`config.mk`:
```
export PLATFORM = sky130hd
export DESIGN_NAME = imem_loader
export DESIGN_NICKNAME = d
export VERILOG_FILES = /design/src/rtl/cpu_pkg.sv /design/src/rtl/imem_loader.sv
export SDC_FILE = /design/constraint.sdc
export NUM_CORES = 1
export LEC_CHECK = 0
export CORE_MARGIN = 5
export CORE_UTILIZATION = 55
export DETAILED_ROUTE_END_ITERATION = 16
export GPL_TIMING_DRIVEN = 0
export HOLD_SLACK_MARGIN = 0.05
export PLACE_DENSITY = 0.76
export SYNTH_ARGS = -nofsm -noshare
export SYNTH_HDL_FRONTEND = slang
export SYNTH_SLANG_ARGS = --single-unit
export TNS_END_PERCENT = 20
```
`constraint.sdc`:
```
create_clock -name clk -period 3.8 [get_ports clk]
set_clock_uncertainty 0.15 [all_clocks]
set_input_delay 0.57 -clock clk [delete_from_list [all_inputs] [get_ports clk]]
set_output_delay 0.57 -clock clk [all_outputs]
set_load 0.01 [all_outputs]
```
`src/rtl/cpu_pkg.sv`:
```
// cpu_pkg: constants and types shared by the CPU datapath and the boot-time
// instruction memory loader.
//   ADDR_W          instruction memory address width (matches PC width)
//   DATA_W          instruction width
//   IMEM_MAX_WORDS  largest image the loader accepts, in words
//   loaderState_t   imem_loader FSM state encoding
package cpu_pkg;

   localparam int unsigned ADDR_W         = 12;
   localparam int unsigned DATA_W         = 16;
   localparam int unsigned IMEM_MAX_WORDS = 4096;

   typedef enum logic [2:0] {
      IDLE,
      LEN_HI,
      LEN_LO,
      DATA_HI,
      DATA_LO,
      CHECK,
      RUN,
      ERROR
   } loaderState_t;

endpackage

```
`src/rtl/imem_loader.sv`:
```
// imem_loader: boot-time writer for the instruction memory.
// Receives a framed byte stream (16-bit length, payload words high byte first,
// optional 8-bit checksum) and writes the words sequentially from address 0.
// The pipeline enable is held low until a complete image has been accepted.
//
// Ports:
//   clk         system clock, rising edge
//   reset       asynchronous, active-low reset
//   start       one-cycle load request (ignored while busy)
//   rx_valid    byte available on rx_data
//   rx_data     received byte
//   rx_ready    loader accepts a byte this cycle (decoded from state only)
//   imem_we     registered one-cycle write strobe
//   imem_addr   write address (holds when imem_we=0)
//   imem_wdata  write data (holds when imem_we=0)
//   cpu_enable  pipeline enable, high only in RUN
//   busy        load in progress (LEN_HI through CHECK)
//   done        image loaded and accepted
//   err         frame rejected
//
// Configuration macro:
//   IMEM_LOADER_CKSUM_EN  when defined, a trailing checksum byte (8-bit sum of
//                         the payload bytes) is required after the last word;
//                         when undefined the FSM enters RUN right after the
//                         final word and no checksum logic is built.
module imem_loader
   import cpu_pkg::*;
#(
   parameter int unsigned ADDR_W    = cpu_pkg::ADDR_W,
   parameter int unsigned DATA_W    = cpu_pkg::DATA_W,
   parameter int unsigned MAX_WORDS = cpu_pkg::IMEM_MAX_WORDS
) (
   input  logic              clk,
   input  logic              reset,
   input  logic              start,
   input  logic              rx_valid,
   input  logic [7:0]        rx_data,
   output logic              rx_ready,
   output logic              imem_we,
   output logic [ADDR_W-1:0] imem_addr,
   output logic [DATA_W-1:0] imem_wdata,
   output logic              cpu_enable,
   output logic              busy,
   output logic              done,
   output logic              err
);

   loaderState_t state;
   loaderState_t stateNext;

   logic [7:0]  lenHi;
   logic [15:0] len;
   logic [15:0] lenIn;
   logic [15:0] wordIdx;
   logic [7:0]  hiReg;
   logic        byteTaken;
   logic        lastWord;
   logic        lenBad;
`ifdef IMEM_LOADER_CKSUM_EN
   logic [7:0]  cksum;
`endif

   assign byteTaken = rx_valid && rx_ready;
   assign lenIn     = {lenHi, rx_data};
   assign lenBad    = (lenIn == '0) || (lenIn > 16'(MAX_WORDS));
   assign lastWord  = (wordIdx == len - 16'd1);

   // State register
   always_ff @(posedge clk or negedge reset) begin
      if (!reset) begin
         state <= IDLE;
      end else begin
         state <= stateNext;
      end
   end

   // Next-state logic
   always_comb begin
      stateNext = state;
      case (state)
         IDLE:    if (start) stateNext = LEN_HI;
         LEN_HI:  if (byteTaken) stateNext = LEN_LO;
         LEN_LO:  if (byteTaken) stateNext = lenBad ? ERROR : DATA_HI;
         DATA_HI: if (byteTaken) stateNext = DATA_LO;
         DATA_LO: begin
            if (byteTaken) begin
`ifdef IMEM_LOADER_CKSUM_EN
               stateNext = lastWord ? CHECK : DATA_HI;
`else
               stateNext = lastWord ? RUN : DATA_HI;
`endif
            end
         end
`ifdef IMEM_LOADER_CKSUM_EN
         CHECK:   if (byteTaken) stateNext = (rx_data == cksum) ? RUN : ERROR;
`endif
         RUN:     if (start) stateNext = LEN_HI;
         ERROR:   if (start) stateNext = LEN_HI;
         default: stateNext = IDLE;
      endcase
   end

   // State-decoded outputs
   always_comb begin
      rx_ready   = 1'b0;
      busy       = 1'b0;
      done       = 1'b0;
      err        = 1'b0;
      cpu_enable = 1'b0;
      case (state)
         LEN_HI, LEN_LO, DATA_HI, DATA_LO, CHECK: begin
            rx_ready = 1'b1;
            busy     = 1'b1;
         end
         RUN: begin
            done       = 1'b1;
            cpu_enable = 1'b1;
         end
         ERROR:   err = 1'b1;
         default: ;
      endcase
   end

   // Datapath: length capture, word assembly and the registered write port.
   // The write is issued on the edge that accepts the low byte, so the strobe
   // appears in the following cycle while the next high byte can already be
   // accepted.
   always_ff @(posedge clk or negedge reset) begin
      if (!reset) begin
         lenHi      <= '0;
         len        <= '0;
         wordIdx    <= '0;
         hiReg      <= '0;
         imem_we    <= 1'b0;
         imem_addr  <= '0;
         imem_wdata <= '0;
`ifdef IMEM_LOADER_CKSUM_EN
         cksum      <= '0;
`endif
      end else begin
         imem_we <= 1'b0;
`ifdef IMEM_LOADER_CKSUM_EN
         if (stateNext == LEN_HI && state != LEN_HI) cksum <= '0;
`endif
         if (byteTaken) begin
            case (state)
               LEN_HI: lenHi <= rx_data;
               LEN_LO: begin
                  len     <= lenIn;
                  wordIdx <= '0;
               end
               DATA_HI: begin
                  hiReg <= rx_data;
`ifdef IMEM_LOADER_CKSUM_EN
                  cksum <= cksum + rx_data;
`endif
               end
               DATA_LO: begin
                  imem_we    <= 1'b1;
                  imem_addr  <= wordIdx[ADDR_W-1:0];
                  imem_wdata <= DATA_W'({hiReg, rx_data});
                  wordIdx    <= wordIdx + 16'd1;
`ifdef IMEM_LOADER_CKSUM_EN
                  cksum      <= cksum + rx_data;
`endif
               end
               default: ;
            endcase
         end
      end
   end

endmodule

```
# Yosys cells after proc, flatten, opt, wreduce, memory -nomap -nowiden
# Index checks and enable logic that the tools add are counted.
[op_classes]
addsub = 2
n_lt_le_gt_ge = 1
eq_ne = 13
muxes = 14
reduce_logical = 13
[op_table]
columns = ["op", "n"]
rows = [
  ["16-bit one-hot mux with 2 select lines", 1],
  ["3-bit 2-to-1 mux", 7],
  ["16-bit by 1-bit adder with 16-bit output, second input constant", 1],
  ["16-bit equality test", 1],
  ["16-bit by 13-bit > comparator with 1-bit output, second input constant", 1],
  ["16-bit zero test", 1],
  ["16-bit by 1-bit subtractor with 16-bit output, second input constant", 1],
  ["3-bit one-hot mux with 5 select lines", 1],
  ["3-bit equality test, second input constant", 4],
  ["2-bit AND reduction", 5],
  ["2-bit inequality test, second input constant", 4],
  ["3-bit by 2-bit equality test with 1-bit output, second input constant", 2],
  ["1-bit 2-to-1 mux", 5],
  ["5-bit AND reduction", 1],
  ["5-bit OR reduction", 1],
  ["3-bit by 1-bit equality test with 1-bit output, second input constant", 1],
  ["3-bit zero test", 1],
  ["3-bit OR reduction", 1],
  ["2-bit by 1-bit inequality test with 1-bit output, second input constant", 1],
  ["2-bit nonzero test", 1],
  ["1-bit logical AND", 1],
  ["1-bit logical OR", 1],
]
[word_totals]
register_bits = 80
in_bits = 12
out_inout_bits = 34
word_cells = 51

# Longest topological paths before layout
# Gate-level depths: netlist of run 1.
[depth]
depth_word = 6
depth_mapped = 8
mapped_depth_nobuf = 8

# Worst setup path before layout of run 1
# OpenSTA, ideal clock, no wires.
[synth_timing]
path_type = "register to register"
startpoint = "register len[5]"
endpoint = "register state[0]"
setup_ns = 0.130
arrival_ns = 2.339
t_required_ns = 3.520
slack_ns = 1.181
stages_incl_launch_ff = 8
n_path_buf = 1
synth_period_minus_slack_ns = 2.619
cell_sequence = "dfrtp_1 > buf_6 > or4_4 > or4b_4 > a2111oi_2 > o22ai_1 > nor4_2 > nor2_1"
[synth_via]
elab_chain_cells = 5
[synth_rtl]
columns = ["element", "line_no", "text"]
rows = [
  ["from (decl)", "imem_loader.sv:52", "logic [15:0] len;"],
  ["from (signal assigned)", "imem_loader.sv:149", "len <= lenIn;"],
  ["16-bit by 1-bit subtractor with 16-bit output", "imem_loader.sv:66", "assign lastWord = (wordIdx == len - 16'd1);"],
  ["16-bit equality test", "imem_loader.sv:66", ""],
  ["3-bit 2-to-1 mux", "imem_loader.sv:90", "stateNext = lastWord ? RUN : DATA_HI;"],
  ["3-bit 2-to-1 mux", "imem_loader.sv:86", "if (byteTaken) begin"],
  ["3-bit one-hot mux with 5 select lines", "imem_loader.sv:80", "case (state)"],
  ["to (signal assigned)", "imem_loader.sv:73", "state <= stateNext;"],
  ["to (decl)", "imem_loader.sv:48", "loaderState_t state;"],
]
# No other way between the ends. The select of a mux whose other input is x is not followed.
# A chain may end at the register's enable or synchronous reset.

# Worst setup path in the final report of run 1
[layout_timing]
startpoint = "input port rx_valid"
endpoint = "register wordIdx[15]"
[layout_via]
elab_chain_cells = 2
[layout_rtl]
columns = ["element", "line_no", "text"]
rows = [
  ["from (decl)", "imem_loader.sv:36", "input logic rx_valid,"],
  ["1-bit logical AND", "imem_loader.sv:63", "assign byteTaken = rx_valid && rx_ready;"],
  ["2-bit AND reduction (no line)", "--", ""],
  ["to (signal assigned)", "imem_loader.sv:162", "wordIdx <= wordIdx + 16'd1;"],
  ["to (decl)", "imem_loader.sv:54", "logic [15:0] wordIdx;"],
]
# No other way between the ends.

==> run_results.csv, run 1 <==
group,metric,value,unit
clock_tree,clk_latency,0.36,ns
power,comb_power_share,40.5,%
synthesis,synth-main-ff-cell,"dfrtp_1",
finish,area_growth,20.6,%
timing,fmax,0.329,GHz
synthesis,synth_top_family_by_area,"multiplexers",
grt,grt_use_total,20.4,%
finish,final_cell_mix,"dfrtp_1, mux2_2, clkdlybuf4s50_1",
die,fp.dieW,94.4,um
worst_setup_path,reg2regPathDepth,8,
finish,antenna_cells,0,
worst_setup_path,critical_path.max_fanout,10,
synthesis,synth_async_sr_flop_share,100,%
power,clkPwrFrac,19.0,%
clock_tree,cts_hold_buf,1,
clock_tree,cts-buffers-inserted,9,
synthesis,ys_seq_area_share,51.1,%
place,pre_cts_slack,0.338,ns
die,core_area,0.00687,mm2
route,vias_per_cell,5.56,
route,remaining_drc_errors,0,
power,p_sw_share,34.3,%
synthesis,yosysUniqueCellTypes,47,
grt,antenna_found_initial,0,
die,io_pins,46,
worst_setup_path,crit_required,3.87,ns
place,port_buffers,45,
finish,postLayoutCoreUtil,68.8,%
worst_setup_path,cp_data_arrival_time,3.11,ns
synthesis,yosys.area.top_type_share,51.1,%
timing,worstMarginPinSlew,0.721,ns
die,die_h,94.4,um
worst_setup_path,rr_endpoint,"state[2]",
timing,finalMaxSlewViolations,0,
clock_tree,clk_path_buf_depth,2,
clock_tree,post_cts_buffers,0,
synthesis,syn_inst,333,
clock_tree,cts_resized,0,
synthesis,ys_top_cells_by_area,"dfrtp_1, mux2_2, xor2_1",
die,dieArea,0.00891,mm2
timing,fin_ws,0.761,ns
timing,finalCritPeriodShare,80.0,%
route,drt_iter0_drc,130,
grt,grt_pass1_vias,2783,
route,wl_per_cell,16.7,um
timing,finalSetupViolations,0,
power,powerDensity,720,mW/mm2
timing,finalHoldViolCount,0,
power,power_frac_seq,40.5,%
synthesis,synth_area,0.00392,mm2
clock_tree,clk_pin_slew,0.09,ns
synthesis,synth-xor-area-share,7.15,%
route,totalWireLength,8.22,mm
synthesis,synthMuxAreaShare,17.2,%
finish,num-fill-cells,501,
worst_setup_path,reg2reg_from,"len[0]",
worst_setup_path,rrSetupSlack,0.84,ns
hold_path,holdPathEnd,"hiReg[0]",
die,initial_utilization,57.0,%
hold_path,min_path_type,"reg2reg",
timing,rsz0062_at_grt,"no",
worst_setup_path,path_class,"in2reg",
run,cap_viol_max_count,0,
place,dp.cells,475,
grt,grt_overflow,0,
finish,final_layout_size_suffix_gt1_share,23.2,%
grt,grt_pass1_wl,14.1,mm
hold_path,hp-start,"hiReg[0]",
timing,period_needed,3.04,ns
route,dr.pass1.iters,4,
timing,setup_tns,0,ns
synthesis,synth-simple-area-share,14.6,%
clock_tree,h-tree-depth,3,
worst_setup_path,endpoint_kind,"flip-flop",
synthesis,synth_edf_count,0,
synthesis,synth_top_area_cell,"dfrtp_1",
finish,fin_cells,492,
worst_setup_path,startpoint_type,"input pin",
route,antenna_left,0,
place,dp_hpwl,5.94,mm
synthesis,synth_nets,347,
clock_tree,cts_sinks,80,
synthesis,yosys.area_share.adder,0.639,%
hold_path,whs_path_depth,1,
finish,final_nets,405,
synthesis,postSynthAreaPerCell,11.8,um2
power,internal_power,2.23,mW
clock_tree,cts_tree,"built",
power,vdd_drop_max,0.000430,V
power,p_leak,1.99,nW
route,num_vias,2737,
timing,slew_headroom,51.7,%
run_status,status,"finished, final reports clean",
finish,layout_commonest_cell,"dfrtp_1",
grt,grt_max_degree,54,
die,rows,30,
power,netSwitchingPower,1.17,mW
place,gp_congestion,0.850,
synthesis,synth_compound_area_share,5.08,%
synthesis,synth-seq-cells,80,
clock_tree,root_buffer,"clkbuf_8",
synthesis,yosysWarnings,0,
timing,whs,0.357,ns
==> flip-flops by register name, indices dropped and copies added (netlist names) <==
name / cells
hiReg: 8
imem_addr: 12
imem_wdata: 16
imem_we: 1
len: 16
lenHi: 8
state: 3
wordIdx: 16
==> power by group through the flow <==
| stage | logic [mW] | registers [mW] | clock network [mW] |
|---|---|---|---|
| 3_5_place_dp | 1.37 | 1.39 | 0 |
| 6_report | 1.38 | 1.38 | 0.646 |
| 3_3_place_gp | 1.34 | 1.38 | 0 |
| 2_1_floorplan | 0.902 | 1.37 | 0 |
| 4_1_cts | 1.38 | 1.38 | 0.655 |
| 5_1_grt | 1.50 | 1.42 | 0.696 |
==> cell usage after synthesis, types with 2 or more instances <==
cell,number
clkbuf_1,10
or3_1,4
nand4_1,6
o21ai_0,11
nor2b_1,6
buf_1,4
xnor2_1,15
nor3_1,6
and3_1,4
a31oi_1,2
xor2_1,17
nor4_1,10
o311ai_0,2
a21oi_1,5
nor4bb_1,2
nand2_1,18
inv_1,6
or3b_2,2
mux2i_1,2
nor2_1,20
dfrtp_1,80
buf_4,2
or2_2,3
mux2_2,58
bufbuf_16,2
ha_1,2
nand3_1,14
==> stage by stage <==
step                      total power, mW  area [um2]
final                                3.40        4720
after global routing                 3.61        4720
after CTS                            3.41        4720
after detailed placement             2.77        4510
after global placement               2.71        4490
after floorplan                      2.27        3920
==> how the worst max path moves through the flow <==
stage	from	to	slack, ns	cells after the start
after detailed placement	rx_valid	imem_wdata[4]	0.34	5
after global routing	rx_valid	wordIdx[15]	0.63	6
after CTS	rx_valid	imem_wdata[4]	0.78	5
after floorplan	len[5]	state[0]	1.18	7
after global placement	reset	wordIdx[11]	-0.77	1
final	rx_valid	wordIdx[15]	0.76	6
==> cell families after synthesis <==
| family | after synthesis |
|---|---|
| simple gates | 104 |
| flops | 80 |
| mux | 60 |
| xor+xnor | 32 |
| compound gates | 30 |
| buf+inv | 25 |
| fa+ha+maj | 2 |
==> layer usage <==
layer	track usage (%)	wire, um	vias up
met5	0	0	-
met4	7.10	124	0
met3	3.67	206	9
met2	32.9	3990	40
met1	27.9	3900	1384
li1	-	-	1304
==> critical path, stage by stage <==
cell	delay (ns)
clkdlybuf4s50_1	0.59
nor4bb_1	0.30
clkbuf_1	0.48
buf_1	0.55
clkbuf_1	0.47
nor2_1	0.13
==> layout make-up <==
type                       count  area (um2)  share of cell area, %
inverter                       6        22.5                  0.477
sequential                    80        2000                   42.4
buffer                        19         144                   3.05
clock inverter                 7        77.6                   1.64
clock buffer                   9         124                   2.62
timing repair buffer          47         485                   10.3
multi-input combinational    228        1750                   37.0
tap                           96         120                   2.54
Power figures use the tool's default switching activity.
==> run 2, diff against run 1 <==
- CORE_UTILIZATION: 55 -> 50
- PLACE_DENSITY: 0.76 -> 0.72
- clock period: 3.8 -> 2.6 ns (I/O delays scaled with it)
==> run_results.csv, run 2 (synthesis gave the netlist of run 1 again) <==
group,metric,value,unit
finish,antenna_cells,0,
timing,rsz0062_at_grt,"yes",
grt,grt_pass1_vias,2820,
worst_setup_path,cp_data_arrival_time,2.74,ns
route,num_vias,2764,
power,p_sw_share,34.6,%
clock_tree,h-tree-depth,3,
clock_tree,cts_tree,"built",
grt,antenna_found_initial,0,
worst_setup_path,path_cells,"or4_4 -> or4b_4 -> a2111oi_4 -> o22ai_2 -> nor4_2 -> buf_4 -> nor2_1",
finish,final_nets,411,
timing,worstMarginPinSlew,0.748,ns
timing,period_needed,2.65,ns
timing,finalSetupViolations,2,
timing,finalHoldViolCount,0,
worst_setup_path,cp_top_family,"simple AND/OR/NAND/NOR gates",
timing,finalCritPeriodShare,102,%
power,p_leak,2.06,nW
worst_setup_path,slowest_delay,0.56,ns
clock_tree,clk_latency,0.35,ns
worst_setup_path,crit_required,2.69,ns
run_status,violations,"negative setup slack",
power,netSwitchingPower,1.78,mW
run_status,status,"finished with violations",
clock_tree,root_buffer,"clkbuf_8",
hold_path,min_path_type,"in2async",
run,cap_viol_max_count,0,
finish,final_layout_size_suffix_gt1_share,28.6,%
timing,setup_tns,-0.0784,ns
finish,largestRegisters,"imem_wdata: 16 flops, len: 16 flops, wordIdx: 16 flops",
finish,layout_commonest_cell,"dfrtp_1",
route,top_layer_used,"met4",
timing,fin_ws,-0.0459,ns
die,fp.dieW,98.5,um
route,dr.pass1.iters,4,
power,comb_power_share,42.0,%
clock_tree,clk_path_buf_depth,2,
grt,grt_overflow,0,
die,rows,32,
die,die_h,98.5,um
worst_setup_path,cp_slowest_cell,"or4b_4",
route,wl_met1,3.82,mm
die,initial_utilization,51.0,%
place,port_buffers,45,
die,io_pins,46,
clock_tree,cts-buffers-inserted,9,
worst_setup_path,endpoint_kind,"flip-flop",
power,clkPwrFrac,18.9,%
finish,stdcell_area,0.00485,mm2
route,antenna_left,0,
route,totalWireLength,8.42,mm
route,wl_per_cell,16.7,um
route,drt_iter0_drc,132,
place,placed_area,0.00452,mm2
worst_setup_path,critical_path.max_fanout,4,
clock_tree,clk_pin_slew,0.09,ns
finish,final_cell_mix,"dfrtp_1, mux2_2, clkdlybuf4s50_1",
clock_tree,cts_sinks,80,
worst_setup_path,startpoint_type,"flip-flop",
finish,area_growth,23.8,%
power,power_frac_seq,39.1,%
power,powerDensity,1060,mW/mm2
power,vdd_drop_max,0.000590,V
route,vias_per_cell,5.48,
route,wl_met2,4.20,mm
grt,grt_max_degree,74,
die,core_area,0.00769,mm2
grt,grt_pass1_wl,14.4,mm
route,remaining_drc_errors,0,
power,internal_power,3.36,mW
worst_setup_path,cp.buffers_inverters,1,
die,dieArea,0.00971,mm2
worst_setup_path,path_class,"reg2reg",
grt,grt_use_total,18.4,%
route,wl_met3,253,um
timing,finalMaxSlewViolations,0,
timing,fmax,0.378,GHz
place,dp_hpwl,5.89,mm
timing,slew_headroom,50.0,%
place,gp_congestion,0.879,
-- run 2: per-layer routing --
metal  global-route usage [%]  vias up
li1                         -     1315
met1                     25.1     1390
met2                     30.2       46
met3                     2.55       13
met4                     6.83        0
met5                        0        -
-- run 2: area by class of cell --
| cell class | instances | area [um2] |
|---|---|---|
| well taps | 102 | 128 |
| plain buffers | 19 | 156 |
| inverters | 6 | 22.5 |
| clock inverters | 7 | 86.3 |
| fillers | 622 | 2840 |
| repair buffers | 53 | 531 |
| flip-flops and latches | 80 | 2000 |
| clock buffers | 9 | 124 |
| multi-input cells | 228 | 1800 |
-- run 2: final timing paths --
path / slack [ns] / depth (start not counted) / start / to
min in group clk: 0.36 / 1 / hiReg[7] / imem_wdata[15]
worst max register to register: -0.05 / 7 / len[8] / state[0]
worst min-delay path: 0.24 / 2 / reset / imem_wdata[10]
worst min register to register: 0.36 / 1 / hiReg[7] / imem_wdata[15]
max in group asynchronous: 1.48 / 3 / reset / imem_addr[1]
worst max-delay path: -0.05 / 7 / len[8] / state[0]
-- run 2: power groups by stage --
stage,combinational [mW],sequential (mW),clock (mW)
finish,2.16,2.01,0.972
global route,2.35,2.07,1.05
CTS,2.07,2.01,0.994
detailed placement,2.00,2.04,0
global placement,1.95,2.01,0
floorplan,1.32,2.00,0
-- run 2: what timing repair did --
action,4_1_cts,5_1_grt
setup endpoints to repair,41,12
hold endpoints to repair,80,0
gates resized for setup,14,9
buffers inserted,2,4
hold buffers,1,0
pin swaps,5,3
-- run 2: worst reg2reg max path, stage by stage (launching register included) --
cell       delay [ns]
dfrtp_2          0.44
or4_4            0.55
or4b_4           0.56
a2111oi_4        0.34
o22ai_2          0.11
nor4_2           0.18
buf_4            0.17
nor2_1           0.04
-- run 2: through the flow --
step,worst slack (ns),instances,util [%],power (mW),hold WS (ns)
2_1_floorplan,0.0714,333,-,3.32,-0.0556
3_3_place_gp,-1.77,480,58.5,3.96,0.331
3_5_place_dp,-0.664,481,58.8,4.04,0.0732
4_1_cts,0.00375,500,62.4,5.08,0.235
5_1_grt,-0.112,504,63.1,5.48,0.223
6_report,-0.0459,504,63.1,5.14,0.242
